--- src/rtl/cache_control_if.sv ---
// CPU, datapath and physical-memory signals of the L1 cache controller.
// The master side drives requests and datapath status; the slave side is the controller.
interface cache_control_if #(
  parameter int s_offset = 5
);
  localparam int s_mask = 2**s_offset;

  logic              mem_read;
  logic              mem_write;
  logic [3:0]        mem_byte_enable;
  logic [31:0]       mem_address;
  logic              mem_resp;
  logic [1:0]        hit;
  logic [1:0]        dirty;
  logic              pmem_read;
  logic              pmem_write;
  logic              pmem_resp;
  logic              pmem_addr_sel;
  logic              data_src;
  logic [s_mask-1:0] data_we0;
  logic [s_mask-1:0] data_we1;
  logic [1:0]        tag_we;
  logic [1:0]        valid_set;
  logic [1:0]        dirty_set;
  logic [1:0]        dirty_clr;
  logic              rd_way;
  logic [15:0]       miss_count;

  modport master (
    output mem_read, mem_write, mem_byte_enable, mem_address, hit, dirty, pmem_resp,
    input  mem_resp, pmem_read, pmem_write, pmem_addr_sel, data_src, data_we0, data_we1,
           tag_we, valid_set, dirty_set, dirty_clr, rd_way, miss_count
  );

  modport slave (
    input  mem_read, mem_write, mem_byte_enable, mem_address, hit, dirty, pmem_resp,
    output mem_resp, pmem_read, pmem_write, pmem_addr_sel, data_src, data_we0, data_we1,
           tag_we, valid_set, dirty_set, dirty_clr, rd_way, miss_count
  );
endinterface

--- src/rtl/cache_control.sv ---
// Control FSM for a 2-way set-associative L1 cache: hit/miss resolution, dirty
// writeback, line allocation, per-set LRU and a saturating miss counter.
module cache_control #(
  parameter int          s_offset = 5,
  parameter int          s_index  = 3,
  parameter logic [15:0] miss_max = 16'hFFFF
) (
  input logic            clk,
  input logic            rst,
  cache_control_if.slave bus
);
  localparam int s_mask   = 2**s_offset;
  localparam int num_sets = 2**s_index;

  typedef enum logic [1:0] {CHECK, WRITEBACK, ALLOCATE} state_t;

  state_t              state_q, state_d;
  logic                victim_q, victim_d;
  logic [num_sets-1:0] lru_q;
  logic [15:0]         miss_q;
  logic [s_index-1:0]  index;
  logic [s_offset-3:0] word;
  logic                req;
  logic                any_hit;
  logic                hit_way;
  logic                miss;
  logic [s_mask-1:0]   be_mask;

  assign index   = bus.mem_address[s_offset+s_index-1:s_offset];
  assign word    = bus.mem_address[s_offset-1:2];
  assign req     = bus.mem_read | bus.mem_write;
  assign any_hit = |bus.hit;
  // An illegal double hit resolves to way 0.
  assign hit_way = ~bus.hit[0];
  assign miss    = (state_q == CHECK) && req && !any_hit;
  assign be_mask = s_mask'(bus.mem_byte_enable) << {word, 2'b00};

  assign bus.miss_count = miss_q;

  // NOTE: the LRU bits are a handful of flops, not a RAM macro, so they take the async reset.
  always_ff @(posedge clk or posedge rst) begin
    if (rst) begin
      state_q  <= CHECK;
      victim_q <= 1'b0;
      lru_q    <= '0;
      miss_q   <= '0;
    end else begin
      state_q  <= state_d;
      victim_q <= victim_d;
      if ((state_q == CHECK) && req && any_hit) lru_q[index] <= ~hit_way;
      if (miss && (miss_q != miss_max)) miss_q <= miss_q + 16'd1;
    end
  end

  // NOTE: every output gets a default first so no path through the case can infer a latch.
  always_comb begin
    state_d           = state_q;
    victim_d          = victim_q;
    bus.mem_resp      = 1'b0;
    bus.pmem_read     = 1'b0;
    bus.pmem_write    = 1'b0;
    bus.pmem_addr_sel = 1'b0;
    bus.data_src      = 1'b0;
    bus.data_we0      = '0;
    bus.data_we1      = '0;
    bus.tag_we        = 2'b00;
    bus.valid_set     = 2'b00;
    bus.dirty_set     = 2'b00;
    bus.dirty_clr     = 2'b00;
    bus.rd_way        = 1'b0;

    unique case (state_q)
      CHECK: begin
        if (req && any_hit) begin
          bus.mem_resp = 1'b1;
          bus.rd_way   = hit_way;
          if (bus.mem_write) begin
            if (hit_way) bus.data_we1 = be_mask;
            else         bus.data_we0 = be_mask;
            bus.dirty_set[hit_way] = 1'b1;
          end
        end else if (req) begin
          victim_d = lru_q[index];
          state_d  = bus.dirty[lru_q[index]] ? WRITEBACK : ALLOCATE;
        end
      end

      WRITEBACK: begin
        bus.pmem_write    = 1'b1;
        bus.pmem_addr_sel = 1'b1;
        bus.rd_way        = victim_q;
        if (bus.pmem_resp) begin
          bus.dirty_clr[victim_q] = 1'b1;
          // A request abandoned during writeback skips the refill.
          state_d = req ? ALLOCATE : CHECK;
        end
      end

      ALLOCATE: begin
        bus.pmem_read = 1'b1;
        bus.data_src  = 1'b1;
        if (bus.pmem_resp) begin
          if (victim_q) bus.data_we1 = '1;
          else          bus.data_we0 = '1;
          bus.tag_we[victim_q]    = 1'b1;
          bus.valid_set[victim_q] = 1'b1;
          bus.dirty_clr[victim_q] = 1'b1;
          state_d                 = CHECK;
        end
      end

      default: state_d = CHECK;
    endcase
  end
endmodule

--- src/flat_wrapper.sv ---
// flat-port wrapper written by rule: the top's interface ports become plain ports
module cache_control_flat 
#(
  parameter int          s_offset = 5,
  parameter int          s_index  = 3,
  parameter logic [15:0] miss_max = 16'hFFFF
)
  (clk, rst, bus_mem_read, bus_mem_write, bus_mem_byte_enable, bus_mem_address, bus_hit, bus_dirty, bus_pmem_resp, bus_mem_resp, bus_pmem_read, bus_pmem_write, bus_pmem_addr_sel, bus_data_src, bus_data_we0, bus_data_we1, bus_tag_we, bus_valid_set, bus_dirty_set, bus_dirty_clr, bus_rd_way, bus_miss_count);
  cache_control_if #(.s_offset(s_offset)) bus_i ();
  input logic clk;
  input logic rst;
  input wire logic [$bits(bus_i.mem_read)-1:0] bus_mem_read;
  input wire logic [$bits(bus_i.mem_write)-1:0] bus_mem_write;
  input wire logic [$bits(bus_i.mem_byte_enable)-1:0] bus_mem_byte_enable;
  input wire logic [$bits(bus_i.mem_address)-1:0] bus_mem_address;
  input wire logic [$bits(bus_i.hit)-1:0] bus_hit;
  input wire logic [$bits(bus_i.dirty)-1:0] bus_dirty;
  input wire logic [$bits(bus_i.pmem_resp)-1:0] bus_pmem_resp;
  output wire logic [$bits(bus_i.mem_resp)-1:0] bus_mem_resp;
  output wire logic [$bits(bus_i.pmem_read)-1:0] bus_pmem_read;
  output wire logic [$bits(bus_i.pmem_write)-1:0] bus_pmem_write;
  output wire logic [$bits(bus_i.pmem_addr_sel)-1:0] bus_pmem_addr_sel;
  output wire logic [$bits(bus_i.data_src)-1:0] bus_data_src;
  output wire logic [$bits(bus_i.data_we0)-1:0] bus_data_we0;
  output wire logic [$bits(bus_i.data_we1)-1:0] bus_data_we1;
  output wire logic [$bits(bus_i.tag_we)-1:0] bus_tag_we;
  output wire logic [$bits(bus_i.valid_set)-1:0] bus_valid_set;
  output wire logic [$bits(bus_i.dirty_set)-1:0] bus_dirty_set;
  output wire logic [$bits(bus_i.dirty_clr)-1:0] bus_dirty_clr;
  output wire logic [$bits(bus_i.rd_way)-1:0] bus_rd_way;
  output wire logic [$bits(bus_i.miss_count)-1:0] bus_miss_count;
  assign bus_i.mem_read = bus_mem_read;
  assign bus_i.mem_write = bus_mem_write;
  assign bus_i.mem_byte_enable = bus_mem_byte_enable;
  assign bus_i.mem_address = bus_mem_address;
  assign bus_i.hit = bus_hit;
  assign bus_i.dirty = bus_dirty;
  assign bus_i.pmem_resp = bus_pmem_resp;
  assign bus_mem_resp = bus_i.mem_resp;
  assign bus_pmem_read = bus_i.pmem_read;
  assign bus_pmem_write = bus_i.pmem_write;
  assign bus_pmem_addr_sel = bus_i.pmem_addr_sel;
  assign bus_data_src = bus_i.data_src;
  assign bus_data_we0 = bus_i.data_we0;
  assign bus_data_we1 = bus_i.data_we1;
  assign bus_tag_we = bus_i.tag_we;
  assign bus_valid_set = bus_i.valid_set;
  assign bus_dirty_set = bus_i.dirty_set;
  assign bus_dirty_clr = bus_i.dirty_clr;
  assign bus_rd_way = bus_i.rd_way;
  assign bus_miss_count = bus_i.miss_count;
  cache_control #(.s_offset(s_offset), .s_index(s_index), .miss_max(miss_max)) u_core (.clk(clk), .rst(rst), .bus(bus_i));
endmodule
--- config.mk ---
export PLATFORM = sky130hd
export DESIGN_NAME = cache_control_flat
export DESIGN_NICKNAME = d
export VERILOG_FILES = /design/src/rtl/cache_control_if.sv /design/src/rtl/cache_control.sv /design/src/flat_wrapper.sv
export SDC_FILE = /design/constraint.sdc
export NUM_CORES = 1
export LEC_CHECK = 0
export ABC_CLOCK_PERIOD_IN_PS = 2180
export CORE_ASPECT_RATIO = 1.1
export CORE_MARGIN = 4
export CORE_UTILIZATION = 36
export DETAILED_ROUTE_END_ITERATION = 6
export HOLD_SLACK_MARGIN = 0.05
export PLACE_DENSITY_LB_ADDON = 0.2
export SETUP_SLACK_MARGIN = 0.02
export SLEW_MARGIN = 20
export SYNTH_ARGS = -nofsm -noshare
export SYNTH_HDL_FRONTEND = slang
export SYNTH_SLANG_ARGS = --single-unit
--- constraint.sdc ---
create_clock -name clk -period 2.18 [get_ports clk]
set_input_delay 0.218 -clock clk [delete_from_list [all_inputs] [get_ports clk]]
set_output_delay 0.218 -clock clk [all_outputs]
set_load 0.01 [all_outputs]
==> impl_metrics.yaml, run 1 <==
status:
  status: "completed"
clock_tree:
  cts.clk_slew.worst_paths_ns: 0.09
  clock_path_buffers: 2
  cts_root_buffer: "clkbuf_8"
  clock-sinks: 27
  htreeDepth: 1
  cts_tree: "done"
  ctsHoldBuffers: 0
  cts_buffers: 3
  insertion_delay_ns: 0.27
placed_design:
  dp_slack_ns: -0.1698
  place_area_mm2: 0.003438
  dp.cells: 472
  place_congestion: 0.8439
  place_hpwl_mm: 5.447
  numPortBuffers: 112
timing:
  slew-limit-headroom_pct: 60.02
  worst_pin_slew_ns: 0.5979
  finalSetupTns_ns: 0
  whs_ns: 0.2884
  fin_crit_sh_pct: 99.27
  max_freq_mhz: 462.1
  setup_violations: 0
  fin_skew_ns: 0.006736
  hold_viol: 0
  finalWorstSetupSlack_ns: 0.01597
  drv_slew: 0
  rsz0062_at_grt: "yes"
  period_minus_slack_ns: 2.164
routing:
  drt-total-wl_mm: 7.241
  dr_total_vias: 2457
  postRouteAntennaNets: 0
  drtPass1Iterations: 4
  drc_errors: 0
  dr.first_iter.drc_count: 184
  via_per_inst: 5.035
  wl_per_cell_um: 14.84
setup_path:
  critPathMaxFanout: 4
  arrival_ns: 1.95
  crit_path_frequent_cell: "buf_6"
  cp_cell_sequence: "inv_2 -> ha_4 -> nand4b_1 -> buf_4 -> buf_6 -> nor3_4 -> buf_6 -> buf_6 -> nand2_2 -> nand2_2 -> buf_6"
  required_ns: 1.96
  endpoint_kind: "output pin"
  startpoint_type: "flop"
  critPathBufInv: 6
  reg2reg_depth: 9
  timing.rr.end: "u_core.lru_q[4]"
  r2r_slack_ns: 0.24
  crit_path_top_delay_cell: "dfrtp_1"
  worstReg2RegStart: "u_core.state_q[0]"
  cp_top_family: "buffers and inverters"
  crit_type: "reg -> out"
  cp_slowest_stage_delay_ns: 0.40
yosys:
  ys_ff_latch: 27
  syn-cell-area_mm2: 0.002100
  synth_edf_count: 0
  async_flop_share_pct: 100.0
  post_synth.cell_area_avg_um2: 7.607
  synth_top_family_by_area: "simple AND/OR/NAND/NOR gates"
  synth.net_count: 325
  ys.flop_type: "dfrtp_1"
  synth.distinct_cells: 38
  synth_xor_area_share_pct: 5.423
  synth_top_area_share_pct: 32.18
  ys_top_cells_by_area: "dfrtp_1, nand2_1, o21ai_0"
  yosysTopAreaCell: "dfrtp_1"
  synthCells: 276
  synth.yosys.seq_area_share_pct: 32.18
  synth_compound_area_share_pct: 14.42
  muxShareOfSynthArea_pct: 8.820
  synth_warnings: 0
  synth-simple-area-share_pct: 30.15
  synthAdderAreaFrac_pct: 2.384
grt:
  grt_pass1_wl_mm: 10.72
  grt_usage_pct: 18.72
  grt_overflow: 0
  grt_pass1_vias: 2245
  grt_antenna_before_repair: 0
  grt_max_degree: 28
power:
  ir_drop_uv: 573.4
  power.density_mw_per_mm2: 825.2
  total_power_mw: 2.916
  cellLeakagePower_nw: 1.775
floorplan:
  die-area_mm2: 0.007119
  die_h_um: 88.10
  io_pins: 139
  initial_core_util_pct: 38.17
  coreArea_mm2: 0.005500
  rows: 28
  die_width_um: 80.82
cells_and_area:
  final_core_util_pct: 64.24
  drive_gt1_share_pct: 32.20
  syn_to_final_growth_pct: 68.30
  postLayoutCellArea_mm2: 0.003533
  final_cells: 488
  final_common_cell: "nand2_1"
  nets: 463
  final_cell_mix: "nand2_1, clkdlybuf4s50_1, clkbuf_2, buf_4, dfrtp_1"
  antenna_cells: 0
worst_hold_path:
  hold_path.class: "in -> async"
job:
  maxCapViolations: 0
routing by layer:
layer  GRT usage, %  vias up  part of all wire, %
met5              0        -                    0
met2          32.94       86                   51
met4          5.069        0                  1.7
met1          23.21     1148                   41
met3          3.704       11                  6.3
li1               -     1212                    -
cells in the mapped netlist (2+ instances only):
cell	n
xnor2_1	10
a21oi_1	2
and3_1	3
nand4_1	6
nand3_1	9
o21ai_0	38
buf_4	4
mux2_2	10
nor4_1	2
inv_1	10
clkbuf_1	16
mux2i_1	5
ha_1	4
nand2_1	81
nor3_1	4
nor2_1	16
nor3b_1	2
xor2_1	3
nand2b_1	4
dfrtp_1	27
nand3b_1	3
cells by family (layout without fill, tap and decap cells):
kind of cell / after synthesis / count (layout)
muxes: 16 / 16
adders and majority gates: 4 / 4
xor gates and xnor gates: 13 / 13
buffers and inverters: 31 / 168
AOI/OAI and AO/OA: 48 / 48
and+or+nand+nor: 137 / 137
DFF: 27 / 27
registers in the layout, indices dropped and copies added (netlist names):
name,cells
u_core.state_q,2
u_core.victim_q,1
u_core.bus.miss_count,16
u_core.lru_q,8
worst reg2reg max path: cells and delay by family, from the launching register on:
kind	cells	cell delay [ns]
adders and majority gates	1	0.14
muxes	1	0.36
AOI/OAI and AO/OA	1	0.13
and+or+nand+nor	2	0.37
buffers and inverters	4	0.44
DFF	1	0.40
layout make-up:
class / instances / area (um2)
multi-input cells: 218 / 1401
inverters: 10 / 37.54
clock buffers: 4 / 45.04
fillers: 517 / 1967
flip-flops and latches: 27 / 675.6
well taps: 75 / 93.84
repair buffers: 154 / 1280
where the power goes:
group	switching, mW	total, mW	internal, mW
logic	0.949	1.89	0.946
registers	0.103	0.741	0.638
clock network	0.149	0.280	0.131
total	1.20	2.92	1.71
what timing repair did:
action / 4_1_cts / 5_1_grt
pin swaps: 2 / 12
setup endpoints to repair: 70 / 69
gates resized for setup: 107 / 148
setup buffers: 3 / 8
cloned: 0 / 1
worst max-delay path by stage:
stage | startpoint | to | slack (ns) | cells after the start
6_report | u_core.state_q[0] | bus_data_we1[4] | 0.02 | 11
5_1_grt | u_core.state_q[0] | bus_data_we1[4] | -0.14 | 11
4_1_cts | u_core.state_q[0] | bus_data_we1[13] | -0.001 | 9
3_5_place_dp | bus_hit[0] | bus_data_we1[27] | -0.17 | 6
3_3_place_gp | bus_hit[0] | bus_data_we1[4] | -0.14 | 8
2_1_floorplan | u_core.state_q[0] | bus_valid_set[0] | 0.33 | 8
Note: power is estimated with default switching activity, not from simulation.
==> inputs of run 2 (changes only) <==
--- a/config.mk
+++ b/config.mk
@@ -13,7 +13,7 @@
 export HOLD_SLACK_MARGIN = 0.05
 export PLACE_DENSITY_LB_ADDON = 0.2
 export SETUP_SLACK_MARGIN = 0.02
-export SLEW_MARGIN = 20
+export SKIP_LAST_GASP = 1
 export SYNTH_ARGS = -nofsm -noshare
 export SYNTH_HDL_FRONTEND = slang
 export SYNTH_SLANG_ARGS = --single-unit
==> run 2 against run 1 <==
Net effect:
- maximum frequency is 0.49% lower
- global-route usage stayed put
- utilization is 1.3 points lower
- first-iteration DRC count is 36% lower
- non-clock buffer count is 6 lower
- critical path depth stayed put
- critical endpoint unchanged
- die area stayed put
- hold slack hardly changed
- largest power group unchanged
- worst setup slack worse by 0.011 ns
==> impl_metrics.yaml, run 2 (synthesized netlist as in run 1, its figures left out) <==
timing:
  period_minus_slack_ns: 2.175
  slew-limit-headroom_pct: 59.95
  setup_violations: 0
  worst_pin_slew_ns: 0.5990
  fin_skew_ns: 0.006686
  rsz0062_at_grt: "yes"
  drv_slew: 0
  hold_viol: 0
  fin_crit_sh_pct: 99.75
  max_freq_mhz: 459.8
  finalWorstSetupSlack_ns: 0.005357
routing:
  via_per_inst: 4.942
  dr_total_vias: 2382
  postRouteAntennaNets: 0
  wl_per_cell_um: 14.49
  dr.first_iter.drc_count: 117
  drt-total-wl_mm: 6.982
  drtPass1Iterations: 4
  drc_errors: 0
clock_tree:
  cts_tree: "done"
  htreeDepth: 1
  cts_root_buffer: "clkbuf_8"
  clock-sinks: 27
  insertion_delay_ns: 0.27
  cts_buffers: 3
  cts.clk_slew.worst_paths_ns: 0.09
  ctsHoldBuffers: 0
  clock_path_buffers: 2
placed_design:
  dp.cells: 472
  numPortBuffers: 112
  place_hpwl_mm: 5.447
  place_congestion: 0.8439
  place_area_mm2: 0.003438
  dp_slack_ns: -0.1698
cells_and_area:
  syn_to_final_growth_pct: 65.02
  largest_reg_flops: 16
  num-fill-cells: 520
  seqCellArea_um2: 675.6
  multi_input_area_mm2: 0.001410
  nets: 457
  drive_gt1_share_pct: 31.45
  postLayoutCellArea_mm2: 0.003465
  final_cell_mix: "nand2_1, clkdlybuf4s50_1, clkbuf_2, buf_4, dfrtp_1"
  final_common_cell: "nand2_1"
  antenna_cells: 0
  final_core_util_pct: 62.99
  final_cells: 482
floorplan:
  die-area_mm2: 0.007119
  coreArea_mm2: 0.005500
  io_pins: 139
  rows: 28
  die_width_um: 80.82
  die_h_um: 88.10
  initial_core_util_pct: 38.17
setup_path:
  endpoint_kind: "output pin"
  timing.critical_path.from: "u_core.state_q[0]"
  reg2reg_depth: 9
  timing.rr.end: "u_core.lru_q[4]"
  crit_end: "bus_data_we1[4]"
  critPathMaxFanout: 4
  r2r_slack_ns: 0.24
  worstReg2RegStart: "u_core.state_q[0]"
  arrival_ns: 1.96
  cp_slowest_stage_delay_ns: 0.40
  required_ns: 1.96
  crit_path_top_delay_cell: "dfrtp_1"
  crit_type: "reg -> out"
  startpoint_type: "flop"
  crit_path_frequent_cell: "buf_6"
  cp_cell_sequence: "inv_2 -> ha_4 -> nand4b_1 -> buf_4 -> buf_6 -> nor3_4 -> buf_6 -> buf_4 -> nand2_1 -> nand2_1 -> buf_6"
status:
  status: "completed"
grt:
  grt_pass1_wl_mm: 10.72
  grt_usage_pct: 18.72
  grt_pass1_vias: 2252
  grt_max_degree: 28
  grt_antenna_before_repair: 0
  grt_overflow: 0
power:
  cellLeakagePower_nw: 1.785
  power.density_mw_per_mm2: 820.0
  ir_drop_uv: 569.8
job:
  maxCapViolations: 0
worst_hold_path:
  hold_path.class: "in -> async"
[run 2: changes by cell type in the layout (fill, tap and decap cells not counted), moves of 3 or more]
cell,delta
clkdlybuf4s15_1,-7
buf_6,-6
clkbuf_2,+4
dlygate4sd2_1,+4
buf_4,-3
dlymetal6s2s_1,+3
[run 2: cell type report]
class	instances	area share, %
sequential	27	19.50
timing repair buffer	148	34.71
clock buffer	4	1.300
inverter	10	1.083
tap	75	2.709
multi-input combinational	218	40.70
[run 2: where the power goes]
part | switching, mW | internal (mW)
Sequential | 0.103 | 0.638
Clock | 0.149 | 0.131
Combinational | 0.928 | 0.892
[run 2: what timing repair did]
action,in CTS,in global routing
pin swaps,2,5
setup buffers,3,3
gates resized for setup,100,138
endpoints found under the setup margin,70,72
[run 2: stage by stage]
stage | TNS [ns] | power (mW) | hold WS [ns]
3_3_place_gp | -3.343 | 2.733 | 0.4772
3_5_place_dp | -3.555 | 2.765 | 0.4862
2_1_floorplan | 0 | 1.610 | 0.2707
4_1_cts | -0.7049 | 2.823 | 0.2991
6_report | 0 | 2.841 | 0.2886
5_1_grt | -1.063 | 3.084 | 0.3320
[run 2: per-layer routing]
layer | up-vias | share of wire, % | global-route usage [%]
met1 | 1097 | 42 | 22.95
met5 | - | 0 | 0
met4 | 0 | 1.7 | 5.069
li1 | 1196 | - | -
met2 | 78 | 50 | 33.01
met3 | 11 | 6.5 | 4.012
[run 2: how the worst min path moves through the flow]
stage	startpoint	cells after the start	slack [ns]	endpoint
2_1_floorplan	rst	1	0.27	u_core.bus.miss_count[0]
3_3_place_gp	u_core.bus.miss_count[4]	1	0.48	u_core.bus.miss_count[4]
3_5_place_dp	u_core.bus.miss_count[12]	1	0.49	u_core.bus.miss_count[12]
4_1_cts	rst	3	0.30	u_core.bus.miss_count[14]
5_1_grt	rst	3	0.33	u_core.bus.miss_count[2]
6_report	rst	3	0.29	u_core.bus.miss_count[9]
[run 2: critical path: cells and delay by family (launching register included)]
family | cells | cell delay [ns]
flops | 1 | 0.40
buf+inv | 6 | 0.75
simple gates | 4 | 0.39
fa+ha+maj | 1 | 0.14
